===== src/rtl/mips_core_pkg.sv =====
// mips_core: definitions shared across the MIPS core slice.
//   ADDR_WIDTH  - byte address width used by fetch/branch logic.
//   BTB_TAG_W   - storage width of a BTB tag. Sized for the smallest legal
//                 table (2 sets); larger tables zero-extend their tag into it.
//   btb_state_e - BTB flush walker states.
//   btb_entry   - one BTB way: valid bit, tag and branch target.
package mips_core;

    localparam int ADDR_WIDTH = 26;
    localparam int BTB_TAG_W  = ADDR_WIDTH - 3;

    typedef enum logic [0:0] {
        IDLE  = 1'b0,
        FLUSH = 1'b1
    } btb_state_e;

    typedef struct packed {
        logic                  valid;
        logic [BTB_TAG_W-1:0]  tag;
        logic [ADDR_WIDTH-1:0] target;
    } btb_entry;

endpackage


===== src/rtl/btb_lru_set.sv =====
// btb_lru_set: age-based LRU bookkeeping and victim choice for one BTB set.
// Ages form a permutation of 0..NUM_WAYS-1; age 0 is MRU.
// Ports:
//   clk, rst     - clock; synchronous active-high reset (ages -> age[w] = w)
//   clear        - flush of this set; restores the same age ordering as reset
//   touch_en     - mark touch_way most recently used this cycle
//   touch_way    - way being touched
//   valid        - valid bits of the set's ways (owned by the table)
//   victim_way   - lowest invalid way, else the oldest way
module btb_lru_set #(
    parameter  int NUM_WAYS = 4,
    localparam int WAY_W    = $clog2(NUM_WAYS)
) (
    input  logic                clk,
    input  logic                rst,
    input  logic                clear,
    input  logic                touch_en,
    input  logic [WAY_W-1:0]    touch_way,
    input  logic [NUM_WAYS-1:0] valid,
    output logic [WAY_W-1:0]    victim_way
);

    logic [WAY_W-1:0] age [NUM_WAYS];
    logic [WAY_W-1:0] touch_age;

    assign touch_age = age[touch_way];

    // Touch: the touched way becomes 0 and every way that was younger than
    // it shifts one step older, which keeps the ages a permutation.
    always_ff @(posedge clk) begin
        if (rst || clear) begin
            for (int w = 0; w < NUM_WAYS; w++) begin
                age[w] <= WAY_W'(w);
            end
        end else if (touch_en) begin
            for (int w = 0; w < NUM_WAYS; w++) begin
                if (WAY_W'(w) == touch_way) begin
                    age[w] <= '0;
                end else if (age[w] < touch_age) begin
                    age[w] <= age[w] + 1'b1;
                end
            end
        end
    end

    // With NUM_WAYS a power of two the oldest way always has age all-ones.
    always_comb begin
        victim_way = '0;
        if (&valid) begin
            for (int w = 0; w < NUM_WAYS; w++) begin
                if (age[w] == '1) begin
                    victim_way = WAY_W'(w);
                end
            end
        end else begin
            for (int w = NUM_WAYS - 1; w >= 0; w--) begin
                if (!valid[w]) begin
                    victim_way = WAY_W'(w);
                end
            end
        end
    end

endmodule


===== src/rtl/btb_assoc.sv =====
// btb_assoc: set-associative branch target buffer with age-based LRU
// replacement and a multi-cycle flush walker.
// Ports:
//   clk, rst       - clock; synchronous active-high reset
//   lookup_pc      - fetch PC to look up (pc[1:0] ignored)
//   lookup_valid   - lookup_pc is a real request
//   lookup_hit     - combinational hit indication
//   lookup_target  - hit target, or lookup_pc + 4 on a miss
//   upd_valid      - branch/jump resolved this cycle
//   upd_pc         - PC of the resolved instruction
//   upd_taken      - resolved direction
//   upd_target     - resolved target
//   flush_req      - one-cycle request to invalidate the whole table
//   flush_busy     - flush walk in progress (one set cleared per cycle)
module btb_assoc
    import mips_core::*;
#(
    parameter int NUM_SETS = 4,
    parameter int NUM_WAYS = 4
) (
    input  logic                  clk,
    input  logic                  rst,
    input  logic [ADDR_WIDTH-1:0] lookup_pc,
    input  logic                  lookup_valid,
    output logic                  lookup_hit,
    output logic [ADDR_WIDTH-1:0] lookup_target,
    input  logic                  upd_valid,
    input  logic [ADDR_WIDTH-1:0] upd_pc,
    input  logic                  upd_taken,
    input  logic [ADDR_WIDTH-1:0] upd_target,
    input  logic                  flush_req,
    output logic                  flush_busy
);

    localparam int IDX_W = $clog2(NUM_SETS);
    localparam int WAY_W = $clog2(NUM_WAYS);

    function automatic logic [IDX_W-1:0] pc_index(input logic [ADDR_WIDTH-1:0] pc);
        return IDX_W'(pc >> 2);
    endfunction

    // Tag bits above the index, zero-extended into the shared tag field.
    function automatic logic [BTB_TAG_W-1:0] pc_tag(input logic [ADDR_WIDTH-1:0] pc);
        return BTB_TAG_W'(pc >> (2 + IDX_W));
    endfunction

    btb_entry          tbl [NUM_SETS][NUM_WAYS];
    btb_state_e        state, state_nxt;
    logic [IDX_W-1:0]  flush_cnt, flush_cnt_nxt;

    logic [IDX_W-1:0]     lk_idx, upd_idx;
    logic [BTB_TAG_W-1:0] lk_tag, upd_tag;
    logic [NUM_WAYS-1:0]  lk_match, upd_match;
    logic [WAY_W-1:0]     lk_way, upd_hit_way, upd_way;
    logic                 upd_hit, upd_en, wr_en, inv_en, lk_touch;
    logic [WAY_W-1:0]     set_victim [NUM_SETS];

    assign lk_idx  = pc_index(lookup_pc);
    assign lk_tag  = pc_tag(lookup_pc);
    assign upd_idx = pc_index(upd_pc);
    assign upd_tag = pc_tag(upd_pc);

    always_comb begin
        lk_match    = '0;
        upd_match   = '0;
        lk_way      = '0;
        upd_hit_way = '0;
        for (int w = 0; w < NUM_WAYS; w++) begin
            lk_match[w]  = tbl[lk_idx][w].valid  && (tbl[lk_idx][w].tag  == lk_tag);
            upd_match[w] = tbl[upd_idx][w].valid && (tbl[upd_idx][w].tag == upd_tag);
            if (lk_match[w]) begin
                lk_way = WAY_W'(w);
            end
            if (upd_match[w]) begin
                upd_hit_way = WAY_W'(w);
            end
        end
    end

    // rst gates the outputs so they are clean even before the first edge.
    assign flush_busy    = (state == FLUSH) && !rst;
    assign lookup_hit    = lookup_valid && !rst && (state == IDLE) && (|lk_match);
    assign lookup_target = lookup_hit ? tbl[lk_idx][lk_way].target
                                      : lookup_pc + ADDR_WIDTH'(4);

    // Updates only land in IDLE; a flush request in the same cycle wins.
    assign upd_hit  = |upd_match;
    assign upd_en   = upd_valid && !rst && (state == IDLE) && !flush_req;
    assign wr_en    = upd_en && upd_taken;
    assign inv_en   = upd_en && !upd_taken && upd_hit;
    assign upd_way  = upd_hit ? upd_hit_way : set_victim[upd_idx];
    // Any update attempt this cycle suppresses the lookup touch.
    assign lk_touch = lookup_hit && !upd_valid;

    for (genvar s = 0; s < NUM_SETS; s++) begin : g_set
        logic [NUM_WAYS-1:0] valid_vec;
        logic                set_touch;
        logic                set_clear;
        logic [WAY_W-1:0]    set_touch_way;

        always_comb begin
            valid_vec = '0;
            for (int w = 0; w < NUM_WAYS; w++) begin
                valid_vec[w] = tbl[s][w].valid;
            end
        end

        assign set_touch     = (wr_en && (upd_idx == IDX_W'(s)))
                            || (lk_touch && (lk_idx == IDX_W'(s)));
        assign set_touch_way = wr_en ? upd_way : lk_way;
        assign set_clear     = (state == FLUSH) && (flush_cnt == IDX_W'(s));

        btb_lru_set #(
            .NUM_WAYS (NUM_WAYS)
        ) u_lru (
            .clk        (clk),
            .rst        (rst),
            .clear      (set_clear),
            .touch_en   (set_touch),
            .touch_way  (set_touch_way),
            .valid      (valid_vec),
            .victim_way (set_victim[s])
        );
    end

    // Tags and targets are data and are never reset; only valid bits are.
    always_ff @(posedge clk) begin
        if (wr_en) begin
            tbl[upd_idx][upd_way].tag    <= upd_tag;
            tbl[upd_idx][upd_way].target <= upd_target;
        end
        if (rst) begin
            for (int s = 0; s < NUM_SETS; s++) begin
                for (int w = 0; w < NUM_WAYS; w++) begin
                    tbl[s][w].valid <= 1'b0;
                end
            end
        end else if (state == FLUSH) begin
            for (int w = 0; w < NUM_WAYS; w++) begin
                tbl[flush_cnt][w].valid <= 1'b0;
            end
        end else if (wr_en) begin
            tbl[upd_idx][upd_way].valid <= 1'b1;
        end else if (inv_en) begin
            tbl[upd_idx][upd_hit_way].valid <= 1'b0;
        end
    end

    always_ff @(posedge clk) begin
        if (rst) begin
            state     <= IDLE;
            flush_cnt <= '0;
        end else begin
            state     <= state_nxt;
            flush_cnt <= flush_cnt_nxt;
        end
    end

    always_comb begin
        state_nxt     = state;
        flush_cnt_nxt = flush_cnt;
        case (state)
            IDLE: begin
                if (flush_req) begin
                    state_nxt     = FLUSH;
                    flush_cnt_nxt = '0;
                end
            end
            FLUSH: begin
                flush_cnt_nxt = flush_cnt + 1'b1;
                if (flush_cnt == IDX_W'(NUM_SETS - 1)) begin
                    state_nxt = IDLE;
                end
            end
            default: state_nxt = IDLE;
        endcase
    end

endmodule


===== config.mk =====
export PLATFORM = sky130hd
export DESIGN_NAME = btb_assoc
export DESIGN_NICKNAME = d
export VERILOG_FILES = /design/src/rtl/mips_core_pkg.sv /design/src/rtl/btb_lru_set.sv /design/src/rtl/btb_assoc.sv
export SDC_FILE = /design/constraint.sdc
export NUM_CORES = 1
export LEC_CHECK = 0
export ABC_CLOCK_PERIOD_IN_PS = 9800
export CAP_MARGIN = 30
export CORE_MARGIN = 2
export CORE_UTILIZATION = 40
export CTS_CLUSTER_SIZE = 20
export DETAILED_ROUTE_END_ITERATION = 8
export PLACE_DENSITY_LB_ADDON = 0.08
export SETUP_SLACK_MARGIN = 0.4
export SYNTH_ARGS = -nofsm -noshare
export SYNTH_HDL_FRONTEND = slang
export SYNTH_SLANG_ARGS = --single-unit

===== constraint.sdc =====
create_clock -name clk -period 9.8 [get_ports clk]
set_clock_uncertainty 0.1 [all_clocks]
set_input_delay 0.98 -clock clk [delete_from_list [all_inputs] [get_ports clk]]
set_output_delay 0.98 -clock clk [all_outputs]
set_load 0.01 [all_outputs]

Yosys cells after proc, flatten, opt, wreduce, memory -nomap -nowiden
Memory sizes are Yosys's and may differ from the RTL's.
Cells that the tools add are included.
- register bits after elaboration: 3
- bits in latches: 0
- memory bits (writable): 816
- memory bits (read-only): 0
- input port bits: 84
- output and inout bits: 28
- logic and storage cells: 1604
- memories: 5
- memories (name ; depth ; bits a word ; read ports ; clocked after Yosys merged registers in ; write ports ; RTL line ; text):
    tbl ; 4 ; 196 ; 6 ; 0 ; 4 ; btb_assoc.sv:47 ; btb_entry tbl [NUM_SETS][NUM_WAYS];
    g_set[0].u_lru.age ; 4 ; 2 ; 5 ; 0 ; 4 ; btb_lru_set.sv:23 ; logic [WAY_W-1:0] age [NUM_WAYS];
    g_set[1].u_lru.age ; 4 ; 2 ; 5 ; 0 ; 4 ; btb_lru_set.sv:23 ;
    g_set[2].u_lru.age ; 4 ; 2 ; 5 ; 0 ; 4 ; btb_lru_set.sv:23 ;
    g_set[3].u_lru.age ; 4 ; 2 ; 5 ; 0 ; 4 ; btb_lru_set.sv:23 ;
- add/sub/neg operators: 18
- multiply operators: 0
- divide/modulo/power cells: 0
- order comparisons: 22
- equality and inequality tests: 33
- shift-type cells: 0
- multiplexer cells: 842
- bitwise logic cells: 625
- reduce and logical (&&, ||, !) cells: 57
- operators by type and width (operator ; number):
    2-to-1 mux 200 bit ; 4
    2-to-1 mux 196 bit ; 4
    2-to-1 mux 1 bit ; 748
    bitwise OR 1 bit ; 620
    demux 50 bit (select 2 bit) ; 4
    OR reduction 196 bit ; 2
    equality test 23 x 22 -> 1 bit ; 8
    2-to-1 mux 2 bit ; 71
    2-to-1 mux 26 bit ; 4
    binary-select mux 50 bit (select 2 bit) ; 1
    2-to-1 mux 50 bit ; 2
    2-to-1 mux 49 bit ; 1
    equality test 2 bit, second input constant ; 18
    adder 2 x 1 -> 2 bit, second input constant ; 17
    logical AND 1 bit ; 33
    less-than comparator 2 bit ; 16
    adder 26 x 3 -> 26 bit, second input constant ; 1
    AND reduction 4 bit ; 4
    >= comparator 3 bit, second input constant ; 4
    inverter 2 -> 3 bit ; 4
    zero test 2 bit ; 4
    logical OR 1 bit ; 8
    OR reduction 4 bit ; 2
    equality test 2 x 1 -> 1 bit, second input constant ; 3
    9 further kinds ; 14

Longest topological paths before layout
An unclocked memory read counts as a cell.
- depth after elaboration: 21
- depth in mapped cells: 19
- mapped depth without buffers: 13

Cells and area by module
From an unflattened synthesis, not the netlist that was laid out.
- cell total of the unflattened synthesis: 2451
- area, all modules: 39576.7 um^2
- by module, submodules not included (module ; times used ; cells an instance ; area an instance (um^2) ; sequential area each (um^2)):
    btb_assoc ; 1 ; 2135 ; 36458.7 ; 23442.5
    btb_lru_set ; 4 ; 79 ; 779.5 ; 240.2

Worst setup path after synthesis
Ideal clock, no wire load.
- kind: input-to-reg
- start: input port upd_pc[2]
- end: memory tbl[1][147] (netlist name) (enable)
- setup time: 455 ps
- data arrival time: 5457 ps
- required time: 9245 ps
- path slack: 3788 ps
- stages on the path: 12
- buffers on the path: 3
- cell sequence: buf_4 -> buf_4 -> buf_4 -> mux2i_1 -> nor3_1 -> a2111oi_0 -> o2111ai_1 -> nor4_1 -> o21ba_2 -> o21ai_0 -> or2_2 -> nor2_1
- RTL lines (what ; RTL line ; text):
    start, declared ; btb_assoc.sv:28 ; input logic [ADDR_WIDTH-1:0] upd_pc,
    end, declared ; btb_assoc.sv:47 ;

Worst setup path after layout
- start: input port lookup_pc[2]
- end: output port lookup_target[8]
- longest elaborated chain between the ends: 11
- ends and longest elaborated chain (what ; RTL line ; text):
    start, declared ; btb_assoc.sv:23 ; input logic [ADDR_WIDTH-1:0] lookup_pc,
    memory (4 x 196 bit) ; -- ;
    equality test 23 x 22 -> 1 bit ; btb_assoc.sv:69 ; lk_match[w] = tbl[lk_idx][w].valid && (tbl[lk_idx][w].tag == lk_tag);
    logical AND 1 bit ; btb_assoc.sv:69 ;
    2-to-1 mux 1 bit ; btb_assoc.sv:71 ; if (lk_match[w]) begin
    2-to-1 mux 2 bit (2 in series) ; btb_assoc.sv:71 ;
    inverter 2 -> 3 bit (implied by the code) ; btb_assoc.sv:83 ; assign lookup_target = lookup_hit ? tbl[lk_idx][lk_way].target
    binary-select mux 50 bit (select 2 bit) ; btb_assoc.sv:83 ;
    2-to-1 mux 26 bit (implied by the code) (2 in series) ; btb_assoc.sv:83 ;
    2-to-1 mux 26 bit * ; btb_assoc.sv:83 ;
    end, declared ; btb_assoc.sv:26 ; output logic [ADDR_WIDTH-1:0] lookup_target,
Mark *: on every way between the ends. The rest lies on a longest branch, timed or not. The select of a mux whose other input is x is not followed.

==> impl_metrics.csv <==
group,metric,value,unit
clock_tree,cts_max_level,3,
clock_tree,clock_path_buffers,3,
route,detail-route-antenna-nets,0,
synthesis,ys_seq_elements,819,
clock_tree,root_buffer,"clkbuf_16",
grt,grt_max_degree,76,
setup_path,required,8.72,ns
timing,max_freq,0.126,GHz
synthesis,yosysSeqAreaShare,62.3,%
route,drt-wirelength-per-cell,32.6,µm
synthesis,syn_inst,2456,
setup_path,worst-path-max-fanout,69,
timing,finalSetupTns,0,ns
power,pwr-share-seq,49.7,%
clock_tree,post_cts_buffers,0,
clock_tree,insertion_delay,0.67,ns
grt,grt_usage,25.6,%
die,ioPinCount,112,
route,drt_iter0_drc,2402,
run,drv_cap,0,
power,pwr-share-comb,8.2,%
die,start_util,40.4,%
synthesis,avgSynthCellArea,15.9,µm²
synthesis,netlist_area,0.0391,mm²
clock_tree,cts-hold-fix-buffers,0,
clock_tree,numClockSinks,819,
clock_tree,cts_tree,"built",
final_layout,diodes,0,
timing,period_share,80.7,%
final_layout,register_area,0.0244,mm²
final_layout,syn_to_final_growth,13.7,%
route,vias,23700,
synthesis,synth_top_flop_cell,"edfxtp_1",
die,fp.dieArea,0.100,mm²
route,drc,0,
timing,finalHoldViolCount,0,
die,die_h,317,µm
synthesis,synth.most_common_cell,"edfxtp_1",
synthesis,synth-async-reset-ratio,0,%
power,cellPowerDensity,175,mW/mm²
power,p_sw,0.00183,W
synthesis,synthTopCellsByCount,"800 x edfxtp_1, 225 x mux4_2, 172 x xnor2_1",
route,via_per_inst,6.06,
power,p_leak,14.3,nW
power,p_clk_share,42.1,%
setup_path,start_kind,"primary input",
die,design.core.area,0.0969,mm²
timing,setup_viol,0,
route,first_pass_iters,6,
power,switching_share,23.4,%
grt,grt_pass1_vias,23800,
grt,grt_pass1_wl,180,mm
synthesis,synth_edf_count,800,
placement,port-buffer-count,109,
final_layout,fillers,8407,
timing,slew_headroom,30.8,%
die,die_w,317,µm
clock_tree,path_clk_slew,0.06,ns
final_layout,drive_above_1_share,18.3,%
grt,antenna_found_initial,3,
timing,rsz0062_at_grt,"no",
final_layout,final_core_util,46.0,%
power,internal-power,0.00597,W
timing,min_period,7.91,ns
timing,drv_slew,0,
grt,grt-ovfl-total,0,
setup_path,worstPathArrival,6.83,ns
die,rows,114,
final_layout,multi_input_area,0.0138,mm²
synthesis,synth_area_leaders,"edfxtp_1 61%, mux4_2 13%, mux2i_1 4.0%",
clock_tree,cts-resized-gates,0,
final_layout,finalNetCount,2675,
synthesis,yosys_warnings,0,
power,peakVddDrop,0.150,mV
outcome,status,"complete, no violations",
synthesis,synth_top_area_share,61.4,%
clock_tree,cts_made_buffers,91,
synthesis,synth_cell_type_count,95,
synthesis,syn_nets,2560,
synthesis,yosysTopAreaCell,"edfxtp_1",
worst_hold_path,hold_class,"register to register",
setup_path,critPathKind,"primary input to output port",
timing,tightestPinTransition,1.03,ns
placement,place.gp.congestion,0.949,
setup_path,end_kind,"output port",
placement,dp_hpwl,83.5,mm
route,wirelength,128,mm
## metrics by stage
step / area, µm² / instances / hold WS (ns) / worst slack (ns) / power [W]
6_report: 44500 / 3916 / 0.461 / 1.89 / 0.00780
4_1_cts: 44500 / 3913 / 0.457 / 1.80 / 0.00787
5_1_grt: 44500 / 3916 / 0.483 / 1.60 / 0.00803
3_5_place_dp: 41600 / 3751 / 0.448 / 1.84 / 0.00459
2_1_floorplan: 39100 / 2456 / 0.382 / 3.79 / 0.00435
3_3_place_gp: 41600 / 3747 / 0.432 / 1.80 / 0.00458
## logic make-up (layout without fill, tap and decap cells)
logic type | after synthesis | count (layout) | share of synthesized area (%)
flops | 819 | 819 | 62.3
simple gates | 454 | 454 | 6.07
mux | 400 | 400 | 17.5
compound gates | 360 | 360 | 6.30
xor+xnor | 199 | 199 | 4.45
buf+inv | 198 | 382 | 2.56
fa+ha+maj | 26 | 26 | 0.796
## per-layer routing
layer | track usage, % | routed length [µm] | part of all wire [%]
met5 | 0 | 13 | 0.010
met4 | 7.35 | 3800 | 3.0
met3 | 3.38 | 6970 | 5.5
met2 | 42.6 | 63000 | 49
met1 | 35.2 | 53900 | 42
## power groups by stage
| stage | registers, W | clock network [W] | logic (W) |
|---|---|---|---|
| after floorplan | 0.00395 | 0 | 0.000399 |
| after global placement | 0.00395 | 0 | 0.000632 |
| after detailed placement | 0.00395 | 0 | 0.000639 |
| after CTS | 0.00388 | 0.00335 | 0.000642 |
| after global routing | 0.00388 | 0.00347 | 0.000678 |
| final | 0.00388 | 0.00328 | 0.000640 |
## sequential cells by signal, summed over array words and instances (netlist names)
name	cells
tbl	784
flush_cnt	2
g_set.u_lru.age	32
state	1
## path summary, 6_finish.rpt
kind | startpoint | to | slack (ns) | cells after the start
setup reg to reg | tbl[3][81] | g_set[0].u_lru.age[2][1] | 3.85 | 13
hold reg to reg | tbl[0][97] | tbl[0][97] | 0.46 | 2
setup / recovery | lookup_pc[2] | lookup_target[8] | 1.89 | 14
hold / removal | tbl[0][97] | tbl[0][97] | 0.46 | 2
## cell type report
type                       instances  area share (%)
sequential                       819            54.8
multi-input combinational       1439            31.0
timing repair buffer             177            3.82
tap                             1276            3.59
clock inverter                    51            1.04
inverter                          43           0.385
clock buffer                     111            5.33
## critical path: stages
cell and delay (ns):
buf_8 0.55, buf_4 0.43, mux4_2 0.55, xnor2_1 0.23, nand4_1 0.13, or4_1 0.55
or3_4 0.38, a41oi_4 0.62, buf_4 0.57, mux2i_1 0.14, a21o_1 0.20, o211ai_1 0.16
a21boi_0 0.50, clkdlybuf4s50_1 0.65
## layout by cell type (no fill, tap or decap), drive strengths merged, types with 7 or more instances in the layout
cell / n
and3: 16
mux4: 225
nor2: 101
nand2b: 15
a2111oi: 11
nand2: 94
xnor2: 172
clkdlybuf4s50: 105
a31oi: 8
clkbuf: 112
nor2b: 10
nand3: 44
a21boi: 7
nor4: 13
buf: 71
o2111ai: 10
edfxtp: 800
o22ai: 36
o211ai: 25
a21o: 12
nor3: 29
ha: 20
a21oi: 100
o21ai: 52
and2: 50
o21a: 12
nand4: 40
xor2: 27
clkinv: 50
inv: 38
nor3b: 12
mux2: 20
a211oi: 14
a221oi: 7
dfxtp: 19
mux2i: 155
Note: power is estimated with default switching activity, not from simulation.
